## src/rtl/result_streamer.sv

```systemverilog
// result_streamer: drains the cpu result stack and sends each word as a framed
// byte stream on a valid/ready link. A non-zero trap code is sent as its own
// frame, after which the block halts until reset.
//
// Frame formats:
//   result : HDR_RESULT, then WIDTH/8 data bytes, least significant byte first
//   end    : HDR_END, sent when a drain session finds the stack empty
//   trap   : HDR_TRAP | trap, after which the block sits in HALT
//
// Ports:
//   clk, reset          clock and asynchronous active-low reset
//   start               pulse that begins a drain session (honoured in IDLE only)
//   result/result_empty top of the cpu result stack and its empty flag
//   trap                cpu trap code, 0 means no trap
//   result_pop          strobe that removes the top of the stack (LOAD only)
//   tx_data/tx_valid    registered byte stream output
//   tx_ready            sink ready; a byte moves when tx_valid & tx_ready
//   busy/halted         status: busy outside IDLE/HALT, halted in HALT
module result_streamer #(
    parameter int unsigned WIDTH      = 64,
    parameter logic [7:0]  HDR_RESULT = 8'h01,
    parameter logic [7:0]  HDR_END    = 8'h00,
    parameter logic [7:0]  HDR_TRAP   = 8'h80
) (
    input  logic             clk,
    input  logic             reset,
    input  logic             start,
    input  logic [WIDTH-1:0] result,
    input  logic             result_empty,
    input  logic [2:0]       trap,
    output logic             result_pop,
    output logic [7:0]       tx_data,
    output logic             tx_valid,
    input  logic             tx_ready,
    output logic             busy,
    output logic             halted
);

    localparam int unsigned NBYTES = WIDTH / 8;
    localparam int unsigned CNT_W  = (NBYTES > 1) ? $clog2(NBYTES) : 1;
    localparam logic [CNT_W-1:0] LAST_BYTE = CNT_W'(NBYTES - 1);

    typedef enum logic [2:0] {
        S_IDLE,
        S_LOAD,
        S_HDR,
        S_DATA,
        S_END,
        S_TRAP,
        S_HALT
    } state_t;

    state_t           state_q, state_n;
    logic [WIDTH-1:0] shift_q, shift_n;
    logic [CNT_W-1:0] cnt_q, cnt_n;
    logic [7:0]       data_n;
    logic             valid_n;
    logic             busy_n;
    logic             halted_n;
    logic             handshake;
    logic             trap_hit;
    logic [WIDTH-1:0] shifted;

    assign handshake = tx_valid && tx_ready;
    assign trap_hit  = (trap != 3'd0);
    assign shifted   = shift_q >> 8;

    // Pop must see result_empty in the very cycle it fires, so it is decoded
    // from the registered LOAD state and the live stack/trap inputs.
    assign result_pop = (state_q == S_LOAD) && !trap_hit && !result_empty;

    // Next-state and next-output decode.
    always_comb begin
        state_n = state_q;
        shift_n = shift_q;
        cnt_n   = cnt_q;
        data_n  = tx_data;
        valid_n = tx_valid;

        case (state_q)
            S_IDLE: begin
                if (trap_hit) begin
                    state_n = S_TRAP;
                    data_n  = HDR_TRAP | {5'b0, trap};
                    valid_n = 1'b1;
                end else if (start) begin
                    state_n = S_LOAD;
                end
            end
            S_LOAD: begin
                if (trap_hit) begin
                    state_n = S_TRAP;
                    data_n  = HDR_TRAP | {5'b0, trap};
                    valid_n = 1'b1;
                end else if (!result_empty) begin
                    state_n = S_HDR;
                    shift_n = result;
                    data_n  = HDR_RESULT;
                    valid_n = 1'b1;
                end else begin
                    state_n = S_END;
                    data_n  = HDR_END;
                    valid_n = 1'b1;
                end
            end
            S_HDR: begin
                if (handshake) begin
                    state_n = S_DATA;
                    cnt_n   = '0;
                    data_n  = shift_q[7:0];
                end
            end
            S_DATA: begin
                if (handshake) begin
                    shift_n = shifted;
                    if (cnt_q == LAST_BYTE) begin
                        // Frame complete; the next word is only popped now.
                        state_n = S_LOAD;
                        data_n  = 8'h00;
                        valid_n = 1'b0;
                    end else begin
                        cnt_n  = cnt_q + CNT_W'(1);
                        data_n = shifted[7:0];
                    end
                end
            end
            S_END: begin
                if (handshake) begin
                    state_n = S_IDLE;
                    data_n  = 8'h00;
                    valid_n = 1'b0;
                end
            end
            S_TRAP: begin
                if (handshake) begin
                    state_n = S_HALT;
                    data_n  = 8'h00;
                    valid_n = 1'b0;
                end
            end
            S_HALT: begin
                valid_n = 1'b0;
            end
            default: begin
                state_n = S_IDLE;
                valid_n = 1'b0;
            end
        endcase

        busy_n   = (state_n != S_IDLE) && (state_n != S_HALT);
        halted_n = (state_n == S_HALT);
    end

    // State and registered outputs.
    always_ff @(posedge clk or negedge reset) begin
        if (!reset) begin
            state_q  <= S_IDLE;
            shift_q  <= '0;
            cnt_q    <= '0;
            tx_data  <= 8'h00;
            tx_valid <= 1'b0;
            busy     <= 1'b0;
            halted   <= 1'b0;
        end else begin
            state_q  <= state_n;
            shift_q  <= shift_n;
            cnt_q    <= cnt_n;
            tx_data  <= data_n;
            tx_valid <= valid_n;
            busy     <= busy_n;
            halted   <= halted_n;
        end
    end

endmodule

```

## config.mk

```make
export PLATFORM = sky130hd
export DESIGN_NAME = result_streamer
export DESIGN_NICKNAME = d
export VERILOG_FILES = /design/src/rtl/result_streamer.sv
export SDC_FILE = /design/constraint.sdc
export NUM_CORES = 1
export LEC_CHECK = 0
export ABC_AREA = 1
export CAP_MARGIN = 10
export CORE_ASPECT_RATIO = 1.4
export CORE_MARGIN = 4
export CORE_UTILIZATION = 52
export CTS_CLUSTER_DIAMETER = 40
export CTS_CLUSTER_SIZE = 8
export DETAILED_ROUTE_END_ITERATION = 10
export PLACE_DENSITY = 0.81
export REMOVE_ABC_BUFFERS = 1
export SLEW_MARGIN = 20
export SYNTH_ARGS = -nofsm -noshare
export SYNTH_HDL_FRONTEND = slang
export SYNTH_SLANG_ARGS = --single-unit
```

## constraint.sdc

```tcl
create_clock -name clk -period 1.9 [get_ports clk]
set_input_delay 0.38 -clock clk [delete_from_list [all_inputs] [get_ports clk]]
set_output_delay 0.38 -clock clk [all_outputs]
set_load 0.005 [all_outputs]
```

Word level (Yosys, flattened, before mapping)
Index checks and enable logic that the tools add are counted.
- register bits: 81
- output and inout bits: 12
- logic and storage cells: 74
- $add $sub $neg: 1
- equal/unequal tests: 17
- multiplexer cells: 31
- bitwise gates (word level): 1
- reductions and logical operators: 17
- operator list (kind ; number):
    64-bit two-way mux ; 3
    64-bit one-hot mux with 2 select lines ; 1
    8-bit two-way mux ; 6
    8-bit one-hot mux with 5 select lines ; 1
    3-bit two-way mux ; 12
    3-bit one-hot mux with 7 select lines ; 1
    3-bit == test, second input constant ; 5
    2-bit inequality test, second input constant ; 7
    5-bit AND reduction ; 2
    4-bit AND reduction ; 2
    3-bit by 2-bit == test with 1-bit output, second input constant ; 2
    3-bit one-hot mux with 2 select lines ; 1
    3-bit nonzero test ; 2
    1-bit two-way mux ; 5
    1-bit one-hot mux with 5 select lines ; 1
    5-bit nonzero test ; 1
    1-bit logical AND ; 4
    2-bit nonzero test ; 2
    3-bit by 1-bit adder with 3-bit output, second input constant ; 1
    3-bit by 1-bit == test with 1-bit output, second input constant ; 1
    3-bit zero test ; 1
    3-bit inequality test, second input constant ; 1
    1-bit zero test ; 2
    2-bit by 1-bit inequality test with 1-bit output, second input constant ; 1
    2 further kinds ; 2

Depth between registers and ports, before layout
Gate-level depths: netlist of run 1.
- word-level depth: 6
- depth in mapped cells: 10
- mapped depth without buffers: 9

Worst setup path after synthesis of run 1
No wires, ideal clock.
- path type: reg-to-reg
- start point: reg cnt_q[0]
- end point: reg cnt_q[0]
- library setup time: 0.119 ns
- data arrival time: 1.382 ns
- path slack: 0.399 ns
- stages on the path, launching flop included: 9
- path through: dfrtp_1 > ha_1 > ha_1 > buf_2 > inv_1 > nand2_1 > a21oi_2 > o21ai_1 > o21a_1
- word-level cells in the longest chain between the ends: 4
- elaborated cells on any way between the ends: 7
- RTL lines (element ; line ; source):
    from (decl) ; 55 ; logic [CNT_W-1:0] cnt_q, cnt_n;
    from (signal assigned) ; 167 ; cnt_q <= cnt_n;
    3-bit by 1-bit adder with 3-bit output ; 122 ; cnt_n = cnt_q + CNT_W'(1);
    3-bit two-way mux ; 116 ; if (cnt_q == LAST_BYTE) begin
    3-bit two-way mux ; 114 ; if (handshake) begin
    3-bit one-hot mux with 2 select lines ; 80 ; case (state_q)
Parallel ways exist; a longest one is shown, timed or not. The select of a mux whose other input is x is not followed.
A chain may end at the register's enable or synchronous reset.

Worst setup path after layout of run 1
- start point: in trap[2]
- end point: out result_pop
- word-level cells in the longest chain between the ends: 4
- RTL lines (element ; line ; source):
    from (decl) ; 30 ; input logic [2:0] trap,
    3-bit nonzero test ; 65 ; assign trap_hit = (trap != 3'd0);
    1-bit zero test ; 70 ; assign result_pop = (state_q == S_LOAD) && !trap_hit && !result_empty;
    1-bit logical AND (2 in a row) ; 70 ;
    to (decl) ; 31 ; output logic result_pop,
Every way passes these cells.

==> Implementation_results.wiki, run 1 <==
{| class="wikitable"
! Metric !! Value
|-
| Data arrival time of the worst path || 1460 ps
|-
| Critical path class || primary input to output port
|-
| Data required, critical path || 1520 ps
|-
| Count of pins on the block boundary || 84
|-
| Post CTS Setup Buffer Count || 0
|-
| Worst setup SP type || primary input
|-
| Total routing resource utilization after global routing || 20.3%
|-
| Minimum clock period after layout || 1840 ps
|-
| Initial drt markers || 201
|-
| Detailed-route DRC error count || 0
|-
| Setup violations, final || 0
|-
| Number of antenna violations at the first check in global routing || 0
|-
| Relative slew margins || 65.7%
|-
| Final period utilization || 96.8%
|-
| Number of clock sinks seen by CTS || 81
|-
| Number of CTS-inserted buffers || 9
|-
| CTS root buf || clkbuf_8
|-
| Largest net degree at the start of global routing || 63
|-
| Maximum root-to-sink buffer count || 2
|-
| Core ar. || 7800 um^2
|-
| Final WL || 9110 um
|-
| Wire length of the first global-routing pass || 15900 um
|-
| Router iterations before antenna repair || 4
|-
| Worst Path Buf+Inv || 3
|-
| Count of H-tree levels built during CTS || 3
|-
| Synthesized area per cell || 7.60 um^2
|-
| Fill cell instance count of the final layout || 647
|-
| Total inserted antenna cells || 0
|-
| Insertion delay to the later sink of the worst-skew pair || 350 ps
|-
| Vertical extent of the die || 114 um
|-
| Count of mapped cells out of synthesis || 552
|-
| CTS tree || yes
|-
| Largest fanout of any net on the critical path || 3
|-
| Sequential area share after synthesis || 48.3%
|-
| Pins Over Slew Limit || 0
|-
| Row count || 38
|-
| Global placer's final weighted congestion || 0.938
|-
| Static Leakage || 2.65 nW
|-
| Count of maximum capacitance violations || 0
|-
| Fraction of layout instances using a drive strength above 1 || 8.75%
|-
| Number of global-route vias before repair || 3680
|-
| Clock Skew || 8.29 ps
|-
| Via density per instance || 5.02
|-
| Final Hold Fails || 0
|-
| Leading cell types in the layout, fill and taps excluded || 208 x nand2_1, 81 x clkdlybuf4s50_1, 80 x dfrtp_1
|-
| Slowest-stage cell, CP || clkdlybuf4s50_1
|-
| Capturing element type of the critical path || output port
|-
| Number of storage elements in the synthesis netlist || 81
|-
| Average routed wire per standard cell || 12.3 um
|-
| Count of cell types in the netlist || 25
|-
| Post-DP Area || 5180 um^2
|-
| CP Cell Sequence || clkdlybuf4s50_1 > inv_1 > nand4_1 > nor2_2 > dlygate4sd2_1
|-
| Reg2Reg Setup Slack || 230 ps
|-
| Count of input and output buffers || 83
|-
| HPWL after detailed placement || 6630 um
|-
| Max VDD drop || 621 uV
|-
| Slew of the pin with the lowest slew margin || 514 ps
|-
| Worst setup slack after placement || -189 ps
|-
| Max Clock Freq || 0.544 GHz
|-
| Power, Total || 7.16 mW
|-
| Critical Path Max Stage Delay || 420 ps
|-
| Delay-heaviest family, CP || buffers and inverters
|-
| Launch point of the worst reg-to-reg path || cnt_q[0]$_DFFE_PN0P_
|-
| Number of nets in the layout || 709
|-
| Most common library cell in the layout ignoring fill and taps || nand2_1
|-
| Hold crit path type || primary input to asynchronous set/reset pin
|-
| Clock Pin Slew Worst Setup and Hold Paths || 70 ps
|-
| Detail Route Antenna Nets || 0
|-
| Number of cells on the worst reg-to-reg path || 7
|-
| CTS hold repair buffers || 0
|-
| Growth of design area from synthesis to finish || 28.3%
|-
| Power per cell area || 1330 nW/um^2
|-
| Cell area after synthesis || 4200 um^2
|-
| Chip Width || 83.9 um
|-
| Vias || 3714
|-
| Setup repair after global routing missed its margin || yes
|-
| Final worst-path setup slack || 61.6 ps
|-
| Reg-to-reg critical path endpoint || cnt_q[0]$_DFFE_PN0P_
|-
| Run status || completed
|-
| Remaining Overflow, GRT || 0
|-
| Initial Util || 53.8%
|-
| Final std cell area, no fill || 5380 um^2
|-
| Yosys warnings || 0
|-
| Die area || 9590 um^2
|}
worst register-to-register path: cells and delay by family, from the launching register on:
kind	cells	cell delay, ps
fa+ha+maj	2	510
compound gates	3	460
flops	1	400
buf+inv	1	120
simple gates	1	70
synth_stat cells:
master	count	area, um^2
nor2_1	15	56.3
o21a_1	1	7.51
dfrtp_1	81	2030
inv_4	1	6.26
buf_2	12	60.1
o21ai_0	74	370
nand3_1	16	80.1
a21oi_4	1	16.3
nor2_2	1	6.26
nand3_4	1	17.5
a21oi_2	1	8.76
o21ai_1	26	130
ha_1	2	25.0
inv_2	3	11.3
nor3_1	2	10.0
buf_6	9	101
o211ai_1	7	52.6
inv_1	64	240
clkbuf_1	6	22.5
buf_4	4	30.0
nand2_1	208	781
nand3_2	6	60.1
o21ai_2	5	43.8
a21oi_1	3	15.0
nand4_1	3	18.8
what timing repair did:
item | in CTS | in global routing
pin swaps | 1 | 0
endpoints found under the setup margin | 1 | 10
resized for setup | 1 | 2
gates cloned | 0 | 0
state kept, by name, indices dropped and copies added (netlist names):
signal / flops
tx_valid: 1
busy: 1
cnt_q: 3
tx_data: 8
state_q: 3
halted: 1
shift_q: 64
report_power, final:
group / total [mW] / internal [mW] / switching (mW)
logic: 2.99 / 1.23 / 1.76
registers: 2.84 / 2.52 / 0.324
clock network: 1.33 / 0.742 / 0.588
metrics by stage:
stage / hold WS (ps) / std cells / setup TNS (ps) / utilization [%]
after floorplan: 84.4 / 521 / -167080 / -
after global placement: 377 / 724 / -333 / 66.4
after detailed placement: 383 / 724 / -992 / 66.4
after CTS: 7.16 / 740 / 0 / 69.0
after global routing: 22.2 / 740 / -29.7 / 69.0
final: 5.60 / 740 / 0 / 69.0
cell families (layout without fill, tap and decap cells):
family,Yosys count,count (layout),synth area share [%]
fa+ha+maj,2,2,0.596
flops,81,81,48.3
simple gates,252,252,24.5
buf+inv,99,187,11.2
compound gates,118,118,15.4
how the worst max path moves through the flow:
stage | slack [ps] | depth (start not counted) | end | start
2_1_floorplan | -2830 | 8 | shift_q[63]$_DFFE_PN0P_ | state_q[2]$_DFF_PN0_
3_3_place_gp | -160 | 5 | result_pop | trap[2]
3_5_place_dp | -190 | 5 | result_pop | trap[2]
4_1_cts | 60 | 5 | result_pop | trap[2]
5_1_grt | -30 | 5 | result_pop | trap[2]
6_report | 60 | 5 | result_pop | trap[2]
layer usage:
metal / track usage (%) / wire length [um]
met2: 35.1 / 4480
met3: 5.33 / 474
met1: 24.1 / 3960
met5: 0 / 0
met4: 7.83 / 202
final cells by class:
class | instances | area, um^2 | area share [%]
Clock buffer | 13 | 139 | 2.58
Clock inverter | 3 | 65.1 | 1.21
Inverter | 68 | 258 | 4.79
Multi-Input combinational cell | 372 | 1720 | 31.9
Sequential cell | 81 | 2030 | 37.7
Tap cell | 100 | 125 | 2.32
Timing Repair Buffer | 103 | 1050 | 19.5
No activity file was read; power rests on OpenSTA's default activity.
==> run 2: changes to the inputs <==
- RECOVER_POWER: default -> 50
==> Implementation_results.wiki, run 2 (synthesized netlist as in run 1, its figures left out) <==
{| class="wikitable"
! Metric !! Value
|-
| Run status || completed
|-
| CTS tree || yes
|-
| Total routing resource utilization after global routing || 20.3%
|-
| Worst setup SP type || primary input
|-
| Remaining Overflow, GRT || 0
|-
| Final Hold Fails || 0
|-
| Number of antenna violations at the first check in global routing || 0
|-
| Seq. cell area || 2030 um^2
|-
| Max VDD drop || 621 uV
|-
| Die area || 9590 um^2
|-
| Wire length of the first global-routing pass || 15900 um
|-
| Chip Width || 83.9 um
|-
| Number of CTS-inserted buffers || 9
|-
| Count of H-tree levels built during CTS || 3
|-
| Number of placed instances, taps included || 724
|-
| Global placer's final weighted congestion || 0.938
|-
| Setup tns final || 0 ps
|-
| Count of input and output buffers || 83
|-
| Pins Over Slew Limit || 0
|-
| Count of pins on the block boundary || 84
|-
| Switching power total || 2.67 mW
|-
| Data required, critical path || 1520 ps
|-
| Part of the power in the clock network || 18.6%
|-
| HPWL after detailed placement || 6630 um
|-
| Fill cell instance count of the final layout || 652
|-
| Largest fanout of any net on the critical path || 3
|-
| Most common library cell in the layout ignoring fill and taps || nand2_1
|-
| Detailed-route DRC error count || 0
|-
| Multi-input gate area in the final layout || 1720 um^2
|-
| Row count || 38
|-
| Sequential Power Share || 39.8%
|-
| Largest reg by FF count || shift_q
|-
| Critical path class || primary input to output port
|-
| Maximum root-to-sink buffer count || 2
|-
| Number of global-route vias before repair || 3680
|-
| Slew of the pin with the lowest slew margin || 975 ps
|-
| Hold crit path type || primary input to asynchronous set/reset pin
|-
| Clock Pin Slew Worst Setup and Hold Paths || 70 ps
|-
| Detail Route Antenna Nets || 0
|-
| Initial Util || 53.8%
|-
| Initial drt markers || 203
|-
| Growth of design area from synthesis to finish || 27.8%
|-
| Number of nets in the layout || 709
|-
| Total inserted antenna cells || 0
|-
| Final period utilization || 96.9%
|-
| Insertion delay to the later sink of the worst-skew pair || 350 ps
|-
| Capturing element type of the critical path || output port
|-
| Minimum clock period after layout || 1840 ps
|-
| Data arrival time of the worst path || 1460 ps
|-
| Number of clock sinks seen by CTS || 81
|-
| Setup repair after global routing missed its margin || yes
|-
| Final worst-path setup slack || 59.4 ps
|-
| Power, Total || 7.14 mW
|-
| Vertical extent of the die || 114 um
|-
| Vias || 3705
|-
| Relative slew margins || 35.0%
|-
| Max Clock Freq || 0.543 GHz
|-
| Worst setup slack after placement || -189 ps
|-
| Final WL || 9120 um
|-
| Portion of total power attributed to combinational logic || 41.6%
|-
| Int Power || 4.47 mW
|-
| CTS root buf || clkbuf_8
|-
| Largest registers || shift_q: 64 flops, tx_data: 8 flops
|-
| Largest net degree at the start of global routing || 63
|-
| Power per cell area || 1330 nW/um^2
|-
| Switching part of the total || 37.3%
|-
| CTS hold repair buffers || 0
|-
| Core ar. || 7800 um^2
|-
| Average routed wire per standard cell || 12.3 um
|-
| Clock Skew || 8.29 ps
|-
| Router iterations before antenna repair || 4
|-
| Fraction of layout instances using a drive strength above 1 || 8.59%
|-
| Setup violations, final || 0
|-
| Final non-filler cell total || 740
|-
| Count of maximum capacitance violations || 0
|-
| Flip-flop count of the largest register after layout || 64
|-
| Leading cell types in the layout, fill and taps excluded || 208 x nand2_1, 80 x dfrtp_1, 78 x clkdlybuf4s50_1
|-
| Via density per instance || 5.01
|-
| Fin Hold WS || 175 ps
|-
| Static Leakage || 2.64 nW
|}
## run 2: power by group through the flow
| stage | sequential (mW) | clock (mW) | combinational (mW) |
|---|---|---|---|
| after floorplan | 2.82 | 0 | 1.89 |
| after global placement | 2.85 | 0 | 2.86 |
| after detailed placement | 2.88 | 0 | 2.98 |
| after CTS | 2.84 | 1.35 | 3.01 |
| after global routing | 2.92 | 1.43 | 3.45 |
| final | 2.84 | 1.33 | 2.97 |
## run 2: metrics by stage
stage	util, %	cell area, um^2
global route	68.8	5370
detailed placement	66.4	5180
floorplan	-	3980
global placement	66.4	5180
CTS	69.0	5380
finish	68.8	5370
## run 2: timing repair
item	in CTS	in global routing
pin swaps	1	0
setup buffers	0	0
setup endpoints to repair	1	10
cloned	0	0
gates resized for setup	1	2
## run 2: area by class of cell
class,count,share of cell area (%)
Timing Repair Buffer,103,19.3
Multi-Input combinational cell,372,32.0
Sequential cell,81,37.8
Clock inverter,3,1.21
Inverter,68,4.80
Tap cell,100,2.33
Clock buffer,13,2.59
## run 2: worst paths after layout
check / startpoint / slack [ps] / end / depth (start not counted)
max: trap[2] / 60 / result_pop / 5
min: reset / 180 / halted$_DFF_PN0_ / 1
max reg2reg: cnt_q[0]$_DFFE_PN0P_ / 230 / cnt_q[0]$_DFFE_PN0P_ / 7
min reg2reg: shift_q[2]$_DFFE_PN0P_ / 480 / shift_q[2]$_DFFE_PN0P_ / 2
max in group asynchronous: reset / 490 / state_q[0]$_DFF_PN0_ / 2
min in group clk: shift_q[2]$_DFFE_PN0P_ / 480 / shift_q[2]$_DFFE_PN0P_ / 2
## run 2: critical path, cell delays in order
cell,delay [ps]
clkdlybuf4s50_1,430
inv_1,110
nand4_1,150
nor2_2,160
dlygate4sd2_1,240
## run 2: per-layer routing
layer / share of wire [%] / vias up / global-route usage (%)
met2: 49 / 100 / 35.1
met4: 1.8 / 0 / 7.83
met1: 44 / 1691 / 24.1
li1: - / 1901 / -
met3: 5.2 / 13 / 5.33
met5: 0 / - / 0
